--- src/rtl/nco_voice_bank_if.sv ---
// Control/data bundle between the NCO voice bank and its controller/transmitter.
// slave = the voice bank itself, master = whoever drives voices and consumes samples.
interface nco_voice_bank_if #(
  parameter int NUM_VOICES = 4,
  parameter int PHASE_W    = 24
);
  localparam int ADDR_W = (NUM_VOICES > 1) ? $clog2(NUM_VOICES) : 1;

  logic [NUM_VOICES-1:0] voice_en;
  logic                  freq_wr_en;
  logic [ADDR_W-1:0]     freq_wr_addr;
  logic [PHASE_W-1:0]    freq_wr_data;
  logic [1:0]            wave_sel;
  logic                  bit_clk_en;
  logic                  sample_tick;
  logic [15:0]           new_sound_sample;
  logic                  clip;

  modport slave (
    input  voice_en, freq_wr_en, freq_wr_addr, freq_wr_data, wave_sel,
    output bit_clk_en, sample_tick, new_sound_sample, clip
  );

  modport master (
    output voice_en, freq_wr_en, freq_wr_addr, freq_wr_data, wave_sel,
    input  bit_clk_en, sample_tick, new_sound_sample, clip
  );
endinterface

--- src/rtl/nco_voice_bank.sv ---
// Time-multiplexed NCO voice bank: bit-clock/frame divider plus one mixed,
// saturated 16-bit sample per frame, one voice evaluated per clk.
module nco_voice_bank #(
  parameter int NUM_VOICES  = 4,
  parameter int PHASE_W     = 24,
  parameter int BCLK_DIV    = 8,
  parameter int VOICE_SHIFT = 1
) (
  input  logic                clk,
  input  logic                rst,
  nco_voice_bank_if.slave     bus
);
  localparam int IDX_W = (NUM_VOICES > 1) ? $clog2(NUM_VOICES) : 1;
  localparam int ACC_W = 17 + $clog2(NUM_VOICES);
  localparam int DIV_W = (BCLK_DIV > 1) ? $clog2(BCLK_DIV) : 1;
  localparam logic signed [ACC_W-1:0] SAT_MAX = ACC_W'(32767);
  localparam logic signed [ACC_W-1:0] SAT_MIN = ACC_W'(-32768);

  generate
    if ((NUM_VOICES < 1) || (NUM_VOICES + 2 >= BCLK_DIV * 32)) begin : g_bad_cfg
      $error("nco_voice_bank: NUM_VOICES must be >=1 and NUM_VOICES+2 < BCLK_DIV*32");
    end
  endgenerate

  typedef enum logic [1:0] {IDLE, ACC, SAT} state_t;

  // Divider and frame counter
  logic [DIV_W-1:0] div_cnt_q;
  logic [4:0]       frame_cnt_q;
  logic             bit_clk_en_q;
  logic             sample_tick_q;

  always_ff @(posedge clk or negedge rst) begin
    if (!rst) begin
      div_cnt_q     <= '0;
      frame_cnt_q   <= 5'd31;
      bit_clk_en_q  <= 1'b0;
      sample_tick_q <= 1'b0;
    end else begin
      bit_clk_en_q  <= (div_cnt_q == DIV_W'(BCLK_DIV - 1));
      // frame_cnt only advances after the bit_clk_en cycle, so the pulse
      // generated while it still reads 31 becomes the frame tick.
      sample_tick_q <= (div_cnt_q == DIV_W'(BCLK_DIV - 1)) && (frame_cnt_q == 5'd31);
      div_cnt_q     <= (div_cnt_q == DIV_W'(BCLK_DIV - 1)) ? '0 : div_cnt_q + DIV_W'(1);
      if (bit_clk_en_q) begin
        frame_cnt_q <= frame_cnt_q + 5'd1;
      end
    end
  end

  // Per-voice phase and frequency registers
  logic [PHASE_W-1:0] phase_q [NUM_VOICES];
  logic [PHASE_W-1:0] freq_q  [NUM_VOICES];
  logic               phase_we;
  logic [PHASE_W-1:0] phase_wdata;

  state_t                   state_q, state_d;
  logic [IDX_W-1:0]         idx_q, idx_d;
  logic signed [ACC_W-1:0]  acc_q, acc_d;
  logic [1:0]               wave_q, wave_d;
  logic [15:0]              sample_q, sample_d;
  logic                     clip_q, clip_d;

  always_ff @(posedge clk or negedge rst) begin
    if (!rst) begin
      for (int i = 0; i < NUM_VOICES; i++) begin
        phase_q[i] <= '0;
        freq_q[i]  <= '0;
      end
    end else begin
      if (phase_we) begin
        phase_q[idx_q] <= phase_wdata;
      end
      if (bus.freq_wr_en && (int'(bus.freq_wr_addr) < NUM_VOICES)) begin
        freq_q[bus.freq_wr_addr] <= bus.freq_wr_data;
      end
    end
  end

  // Waveform of the voice currently addressed by idx_q
  logic [PHASE_W-1:0]      pn;
  logic [15:0]             p;
  logic [15:0]             wave_val;
  logic signed [ACC_W-1:0] wave_ext;
  logic signed [ACC_W-1:0] contrib;

  always_comb begin
    pn = phase_q[idx_q] + freq_q[idx_q];
    p  = pn[PHASE_W-1 -: 16];
    wave_val = 16'h0000;
    case (wave_q)
      2'b00:   wave_val = {~p[15], p[14:0]};
      2'b01:   wave_val = p[15] ? 16'h8000 : 16'h7FFF;
      2'b10:   wave_val = p[15] ? (16'h7FFF - {p[14:0], 1'b0}) : {~p[14], p[13:0], 1'b0};
      default: wave_val = 16'h0000;
    endcase
    wave_ext = {{(ACC_W-16){wave_val[15]}}, wave_val};
    contrib  = wave_ext >>> VOICE_SHIFT;
  end

  // Sample FSM
  always_ff @(posedge clk or negedge rst) begin
    if (!rst) begin
      state_q  <= IDLE;
      idx_q    <= '0;
      acc_q    <= '0;
      wave_q   <= 2'b00;
      sample_q <= 16'h0000;
      clip_q   <= 1'b0;
    end else begin
      state_q  <= state_d;
      idx_q    <= idx_d;
      acc_q    <= acc_d;
      wave_q   <= wave_d;
      sample_q <= sample_d;
      clip_q   <= clip_d;
    end
  end

  always_comb begin
    state_d     = state_q;
    idx_d       = idx_q;
    acc_d       = acc_q;
    wave_d      = wave_q;
    sample_d    = sample_q;
    clip_d      = 1'b0;
    phase_we    = 1'b0;
    phase_wdata = pn;
    case (state_q)
      IDLE: begin
        if (sample_tick_q) begin
          state_d = ACC;
          idx_d   = '0;
          acc_d   = '0;
          wave_d  = bus.wave_sel;
        end
      end
      ACC: begin
        phase_we = 1'b1;
        // A disabled voice restarts from phase 0 when it is re-enabled.
        if (bus.voice_en[idx_q]) begin
          phase_wdata = pn;
          acc_d       = acc_q + contrib;
        end else begin
          phase_wdata = '0;
        end
        if (idx_q == IDX_W'(NUM_VOICES - 1)) begin
          state_d = SAT;
          idx_d   = '0;
        end else begin
          idx_d = idx_q + IDX_W'(1);
        end
      end
      SAT: begin
        state_d = IDLE;
        if (acc_q > SAT_MAX) begin
          sample_d = 16'h7FFF;
          clip_d   = 1'b1;
        end else if (acc_q < SAT_MIN) begin
          sample_d = 16'h8000;
          clip_d   = 1'b1;
        end else begin
          sample_d = acc_q[15:0];
        end
      end
      default: state_d = IDLE;
    endcase
  end

  assign bus.bit_clk_en       = bit_clk_en_q;
  assign bus.sample_tick      = sample_tick_q;
  assign bus.new_sound_sample = sample_q;
  assign bus.clip             = clip_q;
endmodule

--- src/flat_wrapper.sv ---
// flat-port wrapper written by rule: the top's interface ports become plain ports
module nco_voice_bank_flat 
#(
  parameter int NUM_VOICES  = 4,
  parameter int PHASE_W     = 24,
  parameter int BCLK_DIV    = 8,
  parameter int VOICE_SHIFT = 1
)
  (clk, rst, bus_voice_en, bus_freq_wr_en, bus_freq_wr_addr, bus_freq_wr_data, bus_wave_sel, bus_bit_clk_en, bus_sample_tick, bus_new_sound_sample, bus_clip);
  nco_voice_bank_if #(.NUM_VOICES(NUM_VOICES), .PHASE_W(PHASE_W)) bus_i ();
  input  logic clk;
  input  logic rst;
  input wire logic [$bits(bus_i.voice_en)-1:0] bus_voice_en;
  input wire logic [$bits(bus_i.freq_wr_en)-1:0] bus_freq_wr_en;
  input wire logic [$bits(bus_i.freq_wr_addr)-1:0] bus_freq_wr_addr;
  input wire logic [$bits(bus_i.freq_wr_data)-1:0] bus_freq_wr_data;
  input wire logic [$bits(bus_i.wave_sel)-1:0] bus_wave_sel;
  output wire logic [$bits(bus_i.bit_clk_en)-1:0] bus_bit_clk_en;
  output wire logic [$bits(bus_i.sample_tick)-1:0] bus_sample_tick;
  output wire logic [$bits(bus_i.new_sound_sample)-1:0] bus_new_sound_sample;
  output wire logic [$bits(bus_i.clip)-1:0] bus_clip;
  assign bus_i.voice_en = bus_voice_en;
  assign bus_i.freq_wr_en = bus_freq_wr_en;
  assign bus_i.freq_wr_addr = bus_freq_wr_addr;
  assign bus_i.freq_wr_data = bus_freq_wr_data;
  assign bus_i.wave_sel = bus_wave_sel;
  assign bus_bit_clk_en = bus_i.bit_clk_en;
  assign bus_sample_tick = bus_i.sample_tick;
  assign bus_new_sound_sample = bus_i.new_sound_sample;
  assign bus_clip = bus_i.clip;
  nco_voice_bank #(.NUM_VOICES(NUM_VOICES), .PHASE_W(PHASE_W), .BCLK_DIV(BCLK_DIV), .VOICE_SHIFT(VOICE_SHIFT)) u_core (.clk(clk), .rst(rst), .bus(bus_i));
endmodule
--- config.mk ---
export PLATFORM = sky130hd
export DESIGN_NAME = nco_voice_bank_flat
export DESIGN_NICKNAME = d
export VERILOG_FILES = /design/src/rtl/nco_voice_bank_if.sv /design/src/rtl/nco_voice_bank.sv /design/src/flat_wrapper.sv
export SDC_FILE = /design/constraint.sdc
export NUM_CORES = 1
export LEC_CHECK = 0
export BUFFER_PORTS_ARGS = -buffer_cell sky130_fd_sc_hd__buf_2
export CELL_PAD_IN_SITES_DETAIL_PLACEMENT = 1
export CELL_PAD_IN_SITES_GLOBAL_PLACEMENT = 2
export CORE_MARGIN = 2
export CORE_UTILIZATION = 46
export CTS_CLUSTER_DIAMETER = 120
export CTS_CLUSTER_SIZE = 40
export DETAILED_ROUTE_END_ITERATION = 16
export PLACE_DENSITY = 0.83
export SKIP_LAST_GASP = 1
export SLEW_MARGIN = 5
export SYNTH_ARGS = -nofsm -noshare
export SYNTH_HDL_FRONTEND = slang
export SYNTH_SLANG_ARGS = --single-unit
--- constraint.sdc ---
create_clock -name clk -period 11.75 [get_ports clk]
set_input_delay 0.5875 -clock clk [delete_from_list [all_inputs] [get_ports clk]]
set_output_delay 0.5875 -clock clk [all_outputs]
set_load 0.03 [all_outputs]
==> results of run 1 <==
stage by stage:
stage                     power (W)  utilization [%]  std cells  area (um2)  setup slack (ns)
after floorplan            0.001471                -       1123       12680             4.891
after global routing       0.002240            50.39       1491       13620             3.457
final                      0.002111            50.39       1491       13620             4.212
after CTS                  0.002134            50.39       1491       13620             4.003
after global placement     0.001637            49.14       1475       13280             4.262
after detailed placement   0.001654            49.14       1475       13280             4.053
worst max-delay path: cells and delay by family (launching register included):
kind	cells	cell delay (ns)
multiplexers	1	0.62
flip-flops	1	0.52
AO/OA/AOI/OAI	13	3.04
adder cells (fa/ha/maj)	2	0.68
XOR/XNOR	1	0.66
buffers and inverters	1	0.75
AND/OR/NAND/NOR	4	1.13
power by group through the flow:
| stage | Sequential (W) | Combinational, W | Clock, W |
|---|---|---|---|
| floorplan | 0.000937 | 0.000533 | 0 |
| global placement | 0.000949 | 0.000688 | 0 |
| detailed placement | 0.000952 | 0.000702 | 0 |
| CTS | 0.000936 | 0.000705 | 0.000493 |
| global route | 0.000944 | 0.000780 | 0.000516 |
| finish | 0.000936 | 0.000698 | 0.000476 |
per-layer routing:
metal,up-vias,part of all wire (%)
li1,4069,-
met1,4427,46
met2,79,50
met3,22,2.3
met4,2,1.5
met5,-,0.043
kinds of logic (layout without fill, tap and decap cells):
logic type                 Yosys count  count (layout)  synth area share [%]
buffers and inverters               71              98                 2.170
muxes                              154             154                 17.89
DFF                                244             244                 48.19
adders and majority gates           51              51                 5.150
xor gates and xnor gates            55              55                 4.006
and+or+nand+nor                    285             285                 9.747
AOI/OAI and AO/OA                  263             263                 12.85
cells in the final DEF (no fill, tap or decap), types with 4 or more instances in the layout:
master	netlist	layout
a21oi_1	48	48
mux2i_1	5	5
o21bai_1	6	6
xor2_1	18	18
o31ai_1	4	4
a22o_1	14	14
buf_2	1	52
xnor2_1	35	35
mux4_2	48	48
nand3_1	12	12
a21o_1	11	11
clkbuf_16	0	10
nor2_1	35	35
nand2b_1	16	16
ha_1	49	49
nor4_1	4	4
o21ai_0	139	139
mux2_2	101	101
buf_4	0	14
nand2_1	176	176
nor3_1	12	12
nor2b_1	6	6
inv_1	14	14
dfrtp_1	239	237
dfstp_2	5	5
and3_1	5	5
o21ai_1	4	4
and2_1	4	4
cell type report:
type	count	share of cell area, %
clock buffer	12	1.966
clock inverter	4	0.5237
inverter	15	0.4134
multi-input combinational	808	46.26
sequential	244	44.92
tap	341	3.133
timing repair buffer	67	2.793
registers in the layout, indices dropped and copies added (netlist names):
name	flops
u_core.freq_q	96
u_core.bus.bit_clk_en	1
u_core.bus.sample_tick	1
u_core.phase_q	96
u_core.div_cnt_q	3
u_core.idx_q	2
u_core.bus.new_sound_sample	16
u_core.frame_cnt_q	5
u_core.wave_q	2
u_core.state_q	2
u_core.bus.clip	1
u_core.acc_q	19
worst paths after layout:
path	depth (start not counted)	endpoint	slack, ns	start
worst max-delay path	22	u_core.acc_q[17]	4.21	u_core.idx_q[0]
worst min-delay path	1	u_core.phase_q[41]	0.11	rst
worst max register to register	22	u_core.acc_q[17]	4.21	u_core.idx_q[0]
worst min register to register	1	u_core.div_cnt_q[0]	0.44	u_core.div_cnt_q[0]
max in group asynchronous	2	u_core.freq_q[75]	10.11	rst
min in group clk	3	u_core.wave_q[1]	0.31	bus_wave_sel[1]
==> Flow_metrics.wiki, run 1 <==
{| class="wikitable"
! Metric !! Value
|-
| Combinational Power Share || 33.1%
|-
| Met1 track utilization from global routing || 29.85%
|-
| Clk Tree Root Cell || clkbuf_16
|-
| Total track usage || 21.96%
|-
| Yosys reg bits || 244
|-
| Area of the core || 0.02703 mm2
|-
| Switching power as a share of total power || 33.85%
|-
| Max-slew violations || 0
|-
| Source-to-sink clock delay at the later pin of the worst-skew pair || 0.53 ns
|-
| Area of the mapped netlist || 0.01268 mm2
|-
| Fin Setup TNS || 0 ns
|-
| Syn Nets || 1209
|-
| Routed via count || 8599
|-
| Capturing element type of the critical path || flip-flop
|-
| Series of cell instances along the critical path || buf_4 -> mux4_2 -> ha_1 -> nand3_1 -> a21boi_4 -> o41ai_4 -> o211ai_4 -> o221ai_4 -> xnor2_4 -> nand3_1 -> o21ai_0 -> ha_1 -> a21o_1 -> a21oi_1 -> o21bai_1 -> a2111oi_0 -> o31ai_1 -> a22o_1 -> nor2_1 -> a21oi_1 -> or3_1 -> a32o_1
|-
| Die footprint || 0.02891 mm2
|-
| Startpoint type of the worst setup path || flip-flop
|-
| Slowest cell on crit path || buf_4
|-
| Final Hold Vio Count || 0
|-
| Number of enable-type register cells in the synthesized netlist || 0
|-
| Leakage power summed over all cells || 6.017 nW
|-
| Initial cell density of the core || 46.93%
|-
| Initial detailed-routing violation count || 412
|-
| Fmax || 132.7 MHz
|-
| Post-route antenna net violation count || 0
|-
| P_int || 0.001396 W
|-
| Status || complete, no violations
|-
| Sequential Power Share || 44.3%
|-
| Mean instance size in the synthesized netlist || 11.29 um2
|-
| Count of max-cap constraint violations || 0
|-
| Cts hold-fix bufs || 0
|-
| Die Span X || 170.0 um
|-
| Most area-hungry cell type in the Yosys netlist || dfrtp_1
|-
| Met3 track utilization from global routing || 2.070%
|-
| Count of fill cells added during filler insertion || 2861
|-
| Fraction of the yosys area taken by sequential cells || 48.19%
|-
| Switch Pwr || 0.0007144 W
|-
| Global-route wire length before repair || 50580 um
|-
| Combined flip-flop and latch cell area || 0.006117 mm2
|-
| Prevailing post-synth register cell || dfrtp_1
|-
| Arrival time of the worst setup path || 7.94 ns
|-
| Number of nets in the layout || 1232
|-
| Warnings, synthesis || 0
|-
| Number of antenna violations at the first check in global routing || 1
|-
| Crit path largest cell delay || 0.75 ns
|-
| Fraction of the cycle the final worst path needs || 64.15%
|-
| Largest buffer count on any clock path || 3
|-
| # clock sinks || 244
|-
| CTS tree || built
|-
| Share of layout cells above drive strength 1 || 22.35%
|-
| P per Cell Area || 155.0 mW/mm2
|-
| Area share of the leading cell type in the synthesized netlist || 47.16%
|-
| Worst EP required || 12.15 ns
|-
| Largest vdd supply drop || 0.08350 mV
|-
| Clock transition at the registers of the reported paths || 0.14 ns
|-
| DR WL/cell || 20.45 um
|-
| Number of vias per cell after detailed routing || 5.767
|-
| Multi-input logic area || 0.006300 mm2
|-
| DRC || 0
|-
| Crit Path Category || flip-flop to flip-flop
|-
| Relative slew slack || 33.37%
|-
| Clock network fraction of total power || 22.6%
|-
| Port Buffer Count || 53
|-
| H-tree depth || 1
|-
| GPL Wtd Cong || 0.8224
|-
| Number of cells produced by synthesis || 1123
|-
| Top Ports || 54
|-
| Leading cell type by number of instances after synthesis || dfrtp_1
|-
| Worst hold path class || primary input to asynchronous set/reset pin
|-
| Die Span Y || 170.0 um
|-
| Slew of the pin with the lowest slew margin || 0.9994 ns
|-
| Number of setup violations in the final report || 0
|-
| Setup repair after global routing missed its margin || false
|-
| Area growth syn-to-layout || 7.389%
|-
| Post-synthesis async set-or-reset flop share || 100.0%
|-
| Remaining global-route overflow || 0
|-
| DRT Pass-1 Iters || 4
|-
| Leading post-synthesis cells by instance count || dfrtp_1 (239), nand2_1 (176), o21ai_0 (139), mux2_2 (101), ha_1 (49)
|-
| Post-CTS resize count || 0
|-
| Met2 track demand over resource || 38.92%
|-
| Setup Buffers After CTS || 0
|-
| Clock period minus final worst setup slack || 7.538 ns
|-
| Largest net degree at the start of global routing || 104
|-
| DRT Wirelength || 30490 um
|-
| Count of cell types in the netlist || 69
|-
| Fin Clk Skew || 0.05536 ns
|-
| Minimum hold slack || 0.1148 ns
|-
| DPL Wire Length || 20880 um
|-
| Highest net fanout along the worst path || 45
|-
| Dominant cells by area after synthesis || dfrtp_1 (47%), mux2_2 (9.0%), mux4_2 (8.5%), o21ai_0 (5.5%), nand2_1 (5.2%)
|-
| Standard-cell rows || 60
|-
| Clock buffers created by TritonCTS || 10
|-
| Busiest metal layer after global routing || met2
|-
| Vias in the first global route || 9256
|-
| Count of antenna diodes in the layout || 0
|}
No activity file was read; power rests on OpenSTA's default activity.
==> inputs of run 2 (changes only) <==
CORE_UTILIZATION = 42   (was 46)
PLACE_DENSITY = 0.77   (was 0.83)
clock period = 7.1 ns   (was 11.75 ns; I/O delays follow)
==> run 2 against run 1 <==
- cell count grew 4.0%
- critical path type unchanged
- die area grew 9.3%
- sequential power increased by 66%
- register-to-register slack lost 3.7 ns
- critical endpoint unchanged
- clock-buffer cell count unchanged
- sequential share of layout area fell by 0.50 points
- hold slack lost 0.025 ns
- largest cell class unchanged
- via count fell by 0.53%
==> Flow_metrics.wiki, run 2 (synthesis gave the netlist of run 1 again) <==
{| class="wikitable"
! Metric !! Value
|-
| Share of layout cells above drive strength 1 || 23.02% (+0.67 points)
|-
| Capturing element type of the critical path || flip-flop
|-
| Post-route antenna net violation count || 0 (unchanged)
|-
| Clock transition at the registers of the reported paths || 0.13 ns (about the same)
|-
| # clock sinks || 244 (unchanged)
|-
| Number of vias per cell after detailed routing || 5.518 (-4.3%)
|-
| Clk Tree Root Cell || clkbuf_16
|-
| DR WL/cell || 19.50 um (-4.6%)
|-
| Register-to-Register Setup Slack || 0.53 ns (-3.68 ns)
|-
| Clock buffers created by TritonCTS || 10 (unchanged)
|-
| Final worst slack || 0.5294 ns (-3.682 ns)
|-
| Endpoint of the lowest-slack register-to-register path || u_core.acc_q[17]
|-
| Max-slew violations || 0 (unchanged)
|-
| Fmax || 152.2 MHz (+15%)
|-
| H-tree depth || 1 (unchanged)
|-
| Fin Clk Skew || 0.02065 ns (-0.03470 ns)
|-
| DRT Pass-1 Iters || 4 (unchanged)
|-
| P per Cell Area || 251.2 mW/mm2 (+62%)
|-
| DPL Wire Length || 21840 um (+4.6%)
|-
| Clock period minus final worst setup slack || 6.571 ns (-0.9676 ns)
|-
| Setup repair after global routing missed its margin || false
|-
| Top Ports || 54 (unchanged)
|-
| Die footprint || 0.03160 mm2 (+9.3%)
|-
| Setup Buffers After CTS || 0 (unchanged)
|-
| Area of the core || 0.02972 mm2 (+10%)
|-
| Launch point of the critical path || u_core.idx_q[0]
|-
| Relative slew slack || 37.59% (+4.2 points)
|-
| Die Span Y || 177.8 um (+4.5%)
|-
| Leakage power summed over all cells || 6.066 nW (+0.81%)
|-
| Initial cell density of the core || 42.68% (-4.2 points)
|-
| Arrival time of the worst setup path || 6.96 ns (-0.98 ns)
|-
| Count of antenna diodes in the layout || 0 (unchanged)
|-
| Commonest cells after routing, fill and taps aside || dfrtp_1 (237), nand2_1 (176), o21ai_0 (139)
|-
| Number of antenna violations at the first check in global routing || 0 (-1)
|-
| DRT Wirelength || 30230 um (-0.87%)
|-
| Die Span X || 177.8 um (+4.5%)
|-
| Final Hold Vio Count || 0 (unchanged)
|-
| Count of fill cells added during filler insertion || 3178 (+11%)
|-
| Pre-CTS worst setup slack || 0.4998 ns (-3.553 ns)
|-
| Largest net degree at the start of global routing || 107 (+2.9%)
|-
| Count of max-cap constraint violations || 0 (unchanged)
|-
| Port Buffer Count || 53 (unchanged)
|-
| Source of the worst register-to-register timing path || u_core.idx_q[0]
|-
| Startpoint type of the worst setup path || flip-flop
|-
| Slew of the pin with the lowest slew margin || 0.9362 ns (-0.06321 ns)
|-
| Highest net fanout along the worst path || 18 (-60%)
|-
| Worst hold path class || primary input to flip-flop
|-
| CTS tree || built
|-
| Area growth syn-to-layout || 8.603%
|-
| Fin cells || 1550 (+4.0%)
|-
| Routed via count || 8553 (-0.53%)
|-
| Largest vdd supply drop || 0.2345 mV (+180%)
|-
| Largest buffer count on any clock path || 3 (unchanged)
|-
| Worst EP required || 7.49 ns (-4.66 ns)
|-
| Initial detailed-routing violation count || 369 (-10%)
|-
| Vias in the first global route || 9228 (-0.30%)
|-
| Largest registers ranked by flip-flop count || u_core.freq_q x96, u_core.phase_q x96, u_core.acc_q x19
|-
| Number of stages on the worst hold path || 3
|-
| DRC || 0 (unchanged)
|-
| Fraction of the cycle the final worst path needs || 92.54% (+28 points)
|-
| Most common cell after layout, fill and taps aside || dfrtp_1
|-
| Inst Count DP || 1534 (+4.0%)
|-
| Fin Setup TNS || 0 ns (unchanged)
|-
| Number of setup violations in the final report || 0 (unchanged)
|-
| Number of nets in the layout || 1243 (+0.89%)
|-
| Endpoint of the worst setup timing path || u_core.acc_q[17]
|-
| Standard-cell rows || 63 (+5.0%)
|-
| Status || complete, no violations
|-
| GPL Wtd Cong || 0.8269 (+0.55%)
|-
| Crit Path Category || flip-flop to flip-flop
|-
| Source-to-sink clock delay at the later pin of the worst-skew pair || 0.50 ns (-0.03 ns)
|-
| Global-route wire length before repair || 50040 um (-1.1%)
|-
| Remaining global-route overflow || 0 (unchanged)
|-
| Cells on worst reg2reg path || 22 (unchanged)
|-
| Total track usage || 20.05% (-1.9 points)
|}
[run 2: cell count changes in the layout (fill, tap and decap cells not counted), sizes merged]
cell,delta
clkinvlp,+1
inv,-2
clkinv,+1
dlygate4sd3,+1
bufinv,-1
buf,+10
[run 2: worst min path at each step]
stage / endpoint / from / slack, ns
6_report: u_core.wave_q[1] / bus_wave_sel[1] / 0.09
3_3_place_gp: u_core.div_cnt_q[0] / u_core.div_cnt_q[0] / 0.41
3_5_place_dp: u_core.div_cnt_q[0] / u_core.div_cnt_q[0] / 0.44
2_1_floorplan: u_core.acc_q[0] / rst / 0.06
4_1_cts: u_core.wave_q[1] / bus_wave_sel[1] / 0.07
5_1_grt: u_core.wave_q[0] / bus_wave_sel[0] / 0.09
[run 2: critical path, stage by stage, from the launching register on]
cell and delay, ns:
dfrtp_4 0.70, buf_12 0.21, mux4_2 0.51, ha_1 0.38, a21o_1 0.26, o41ai_4 0.48
o211ai_4 0.16, o221ai_4 0.24, xnor2_4 0.20, xor2_1 0.18, a21oi_1 0.08, o21ai_0 0.34
ha_1 0.31, a21o_1 0.18, a21oi_1 0.21, o21bai_1 0.12, a2111oi_0 0.64, o31ai_1 0.24
a22o_1 0.26, nor2_1 0.09, a21oi_1 0.08, or3_1 0.31, a32o_1 0.25
[run 2: routing by layer]
| metal | global-route usage [%] | up-vias | wire (um) |
|---|---|---|---|
| met5 | 0 | - | 0 |
| met4 | 3.620 | 0 | 550 |
| met3 | 1.864 | 28 | 565 |
| met2 | 36.42 | 80 | 15370 |
| met1 | 26.22 | 4357 | 13750 |
| li1 | - | 4088 | - |
[run 2: what timing repair did]
item	in CTS	in global routing
gates resized for setup	0	0
hold buffers	1	0
hold endpoints to repair	99	0
[run 2: area by class of cell]
cell class / instances / area [um2] / share of cell area, %
Clock inverter: 3 / 32.53 / 0.2362
Sequential cell: 244 / 6117 / 44.41
Multi-Input combinational cell: 808 / 6300 / 45.74
Tap cell: 390 / 488.0 / 3.543
Inverter: 15 / 56.30 / 0.4088
Timing Repair Buffer: 78 / 490.5 / 3.561
Clock buffer: 12 / 289.0 / 2.098
[run 2: metrics by stage]
step	cell area, um2	power [W]	util, %	hold slack, ns
5_1_grt	13770	0.003688	46.35	0.09339
2_1_floorplan	12680	0.002434	-	0.05941
4_1_cts	13770	0.003510	46.35	0.07340
3_5_place_dp	13440	0.002749	45.23	0.4361
3_3_place_gp	13440	0.002718	45.23	0.4146
6_report	13770	0.003459	46.35	0.08938
[run 2: power breakdown]
group / switching [W] / total, W / internal, W
Combinational: 0.000656 / 0.00116 / 0.000506
Sequential: 0.0000565 / 0.00155 / 0.00149
Clock: 0.000447 / 0.000749 / 0.000301
==> inputs of run 3 (changes only) <==
REMOVE_ABC_BUFFERS = 1   (was default)
==> run 3 against run 2 <==
- clock skew is 0.0089 ns higher
- cell count is 0.13% higher
- sequential power hardly changed
- utilization is 0.21 points higher
- global-route usage is 0.33 points lower
- via count is 0.99% lower
- sequential cell count stayed put
- routed wire length is 1.9% lower
==> Flow_metrics.wiki, run 3 (synthesis gave the netlist of run 1 again) <==
{| class="wikitable"
! Metric !! Value
|-
| Commonest cells after routing, fill and taps aside || dfrtp_1 (237), nand2_1 (176), o21ai_0 (139)
|-
| Remaining global-route overflow || 0 (unchanged)
|-
| Die Span X || 177.8 um (unchanged)
|-
| Vias in the first global route || 9117 (-1.2%)
|-
| Top Ports || 54 (unchanged)
|-
| Final Hold Vio Count || 0 (unchanged)
|-
| Source-to-sink clock delay at the later pin of the worst-skew pair || 0.51 ns (about the same)
|-
| Largest registers ranked by flip-flop count || u_core.freq_q x96, u_core.phase_q x96, u_core.acc_q x19
|-
| Slowest cell on crit path || dfrtp_4
|-
| Fmax || 155.5 MHz (+2.2%)
|-
| Count of antenna diodes in the layout || 0 (unchanged)
|-
| Clock period minus final worst setup slack || 6.430 ns (-0.1410 ns)
|-
| Fin cells || 1552 (+0.13%)
|-
| Largest vdd supply drop || 0.1532 mV (-35%)
|-
| Routed via count || 8468 (-0.99%)
|-
| Initial cell density of the core || 42.68% (unchanged)
|-
| Startpoint type of the worst setup path || flip-flop
|-
| GPL Wtd Cong || 0.7818 (-5.5%)
|-
| Port Buffer Count || 53 (unchanged)
|-
| Global-route wire length before repair || 49700 um (-0.68%)
|-
| Area of the core || 0.02972 mm2 (unchanged)
|-
| Count of fill cells added during filler insertion || 3203 (+0.79%)
|-
| DPL Wire Length || 20410 um (-6.5%)
|-
| Placed Instance Area || 0.01344 mm2 (unchanged)
|-
| Worst EP required || 7.48 ns (about the same)
|-
| Post-route antenna net violation count || 0 (unchanged)
|-
| Clock buffers created by TritonCTS || 11 (+1)
|-
| Register-to-Register Setup Slack || 0.67 ns (+0.14 ns)
|-
| Fraction of the cycle the final worst path needs || 90.56% (-2.0 points)
|-
| Clk Tree Root Cell || clkbuf_16
|-
| P per Cell Area || 254.0 mW/mm2 (+1.1%)
|-
| H-tree depth || 1 (unchanged)
|-
| Final Instance Area || 0.01384 mm2 (+0.46%)
|-
| Max-slew violations || 0 (unchanged)
|-
| DRT Wirelength || 29640 um (-1.9%)
|-
| Largest net degree at the start of global routing || 140 (+31%)
|-
| Count of max-cap constraint violations || 0 (unchanged)
|-
| Fin Setup TNS || 0 ns (unchanged)
|-
| Capturing element type of the critical path || flip-flop
|-
| Cell occurring most often along the worst timing path || nor2_1
|-
| Number of antenna violations at the first check in global routing || 0 (unchanged)
|-
| Arrival time of the worst setup path || 6.81 ns (-0.15 ns)
|-
| Source of the worst register-to-register timing path || u_core.idx_q[0]
|-
| Series of cell instances along the critical path || mux4_2 -> ha_1 -> fa_1 -> a21o_1 -> a221oi_2 -> nor3_1 -> o21bai_1 -> a21oi_1 -> o311ai_1 -> xor2_1 -> nor2_1 -> a21oi_1 -> o21ai_0 -> ha_1 -> nor3_1 -> o31ai_1 -> nand2_1 -> o2bb2ai_1 -> a31oi_1 -> nor2_1 -> mux2i_1 -> nor2_1 -> a2111oi_2 -> a211oi_2
|-
| Highest net fanout along the worst path || 12 (-6)
|-
| Slew of the pin with the lowest slew margin || 0.8683 ns (-0.06785 ns)
|-
| Relative slew slack || 42.11% (+4.5 points)
|-
| Cells on worst reg2reg path || 24 (+9.1%)
|-
| Share of layout cells above drive strength 1 || 23.15% (+0.13 points)
|-
| Endpoint of the lowest-slack register-to-register path || u_core.acc_q[18]
|-
| Initial detailed-routing violation count || 458 (+24%)
|-
| Core Util, Final || 46.56% (+0.21 points)
|-
| Standard-cell rows || 63 (unchanged)
|-
| Fin Clk Skew || 0.02951 ns (+0.008862 ns)
|-
| Area growth syn-to-layout || 9.106%
|-
| DRC || 0 (unchanged)
|-
| DRT Pass-1 Iters || 5 (+1)
|-
| Worst hold path class || primary input to flip-flop
|-
| # clock sinks || 244 (unchanged)
|-
| Crit Path Category || flip-flop to flip-flop
|-
| Minimum hold slack || 0.1050 ns (+0.01558 ns)
|-
| Die Span Y || 177.8 um (unchanged)
|-
| Multi-input logic area || 0.006301 mm2 (about the same)
|-
| Inst Count DP || 1534 (unchanged)
|-
| Total track usage || 19.72% (-0.33 points)
|-
| Status || complete, no violations
|-
| Combined flip-flop and latch cell area || 0.006117 mm2 (unchanged)
|-
| WHS Endpoint || u_core.wave_q[0]
|-
| Number of vias per cell after detailed routing || 5.456 (-1.1%)
|-
| Largest buffer count on any clock path || 3 (unchanged)
|-
| CTS tree || built
|-
| Clock transition at the registers of the reported paths || 0.14 ns (about the same)
|-
| DR WL/cell || 19.10 um (-2.1%)
|-
| Number of stages on the worst hold path || 2 (-1)
|-
| Crit path largest cell delay || 0.65 ns (-0.05 ns)
|-
| Number of nets in the layout || 1245 (+0.16%)
|-
| Leakage power summed over all cells || 6.100 nW (+0.57%)
|-
| Hold path startpoint || bus_wave_sel[0]
|-
| Most common cell after layout, fill and taps aside || dfrtp_1
|-
| Number of setup violations in the final report || 0 (unchanged)
|-
| Die footprint || 0.03160 mm2 (unchanged)
|-
| Setup repair after global routing missed its margin || false
|}
-- run 3: metal layers --
metal	part of all wire (%)	GRT usage (%)	up-vias
met4	1.0	2.459	0
met2	47	33.20	86
met5	0	0	-
met1	50	28.43	4287
li1	-	-	4081
met3	2.1	1.928	14
-- run 3: worst max-delay path by stage --
| stage | depth (start not counted) | start | end |
|---|---|---|---|
| floorplan | 21 | u_core.idx_q[0] | u_core.acc_q[17] |
| global placement | 23 | u_core.idx_q[0] | u_core.acc_q[17] |
| detailed placement | 23 | u_core.idx_q[0] | u_core.acc_q[17] |
| CTS | 23 | u_core.idx_q[0] | u_core.acc_q[17] |
| global route | 23 | u_core.idx_q[0] | u_core.acc_q[17] |
| finish | 24 | u_core.idx_q[0] | u_core.acc_q[18] |
-- run 3: timing repair --
item | 4_1_cts | 5_1_grt
setup buffers | 0 | 1
hold buffers | 1 | 0
endpoints found under the hold margin | 100 | 0
resized for setup | 0 | 1
setup endpoints to repair | 0 | 4
-- run 3: layout make-up --
| class | count | share of cell area, % |
|---|---|---|
| Tap cell | 390 | 3.527 |
| Multi-Input combinational cell | 808 | 45.54 |
| Sequential cell | 244 | 44.21 |
| Clock inverter | 5 | 0.5878 |
| Clock buffer | 11 | 1.989 |
| Timing Repair Buffer | 79 | 3.744 |
| Inverter | 15 | 0.4069 |
-- run 3: per-stage QoR --
| stage | power [W] | worst slack, ns |
|---|---|---|
| 2_1_floorplan | 0.002426 | -0.3942 |
| 3_3_place_gp | 0.002724 | 0.4705 |
| 3_5_place_dp | 0.002743 | 0.4444 |
| 4_1_cts | 0.003571 | 0.3993 |
| 5_1_grt | 0.003754 | 0.1074 |
| 6_report | 0.003514 | 0.6704 |
-- run 3: report_power, final --
part	leakage, nW	internal, W	switching, W
clock network	0.176	0.000315	0.000490
registers	2.67	0.00149	0.0000536
logic	3.25	0.000509	0.000654
-- run 3: critical path, delay by kind of cell, from the launching register on --
kind                       cells  cell delay (ns)
muxes                          2             0.75
and+or+nand+nor                6             0.65
DFF                            1             0.65
AOI/OAI and AO/OA             12             3.18
xor gates and xnor gates       1             0.13
adders and majority gates      3             0.95
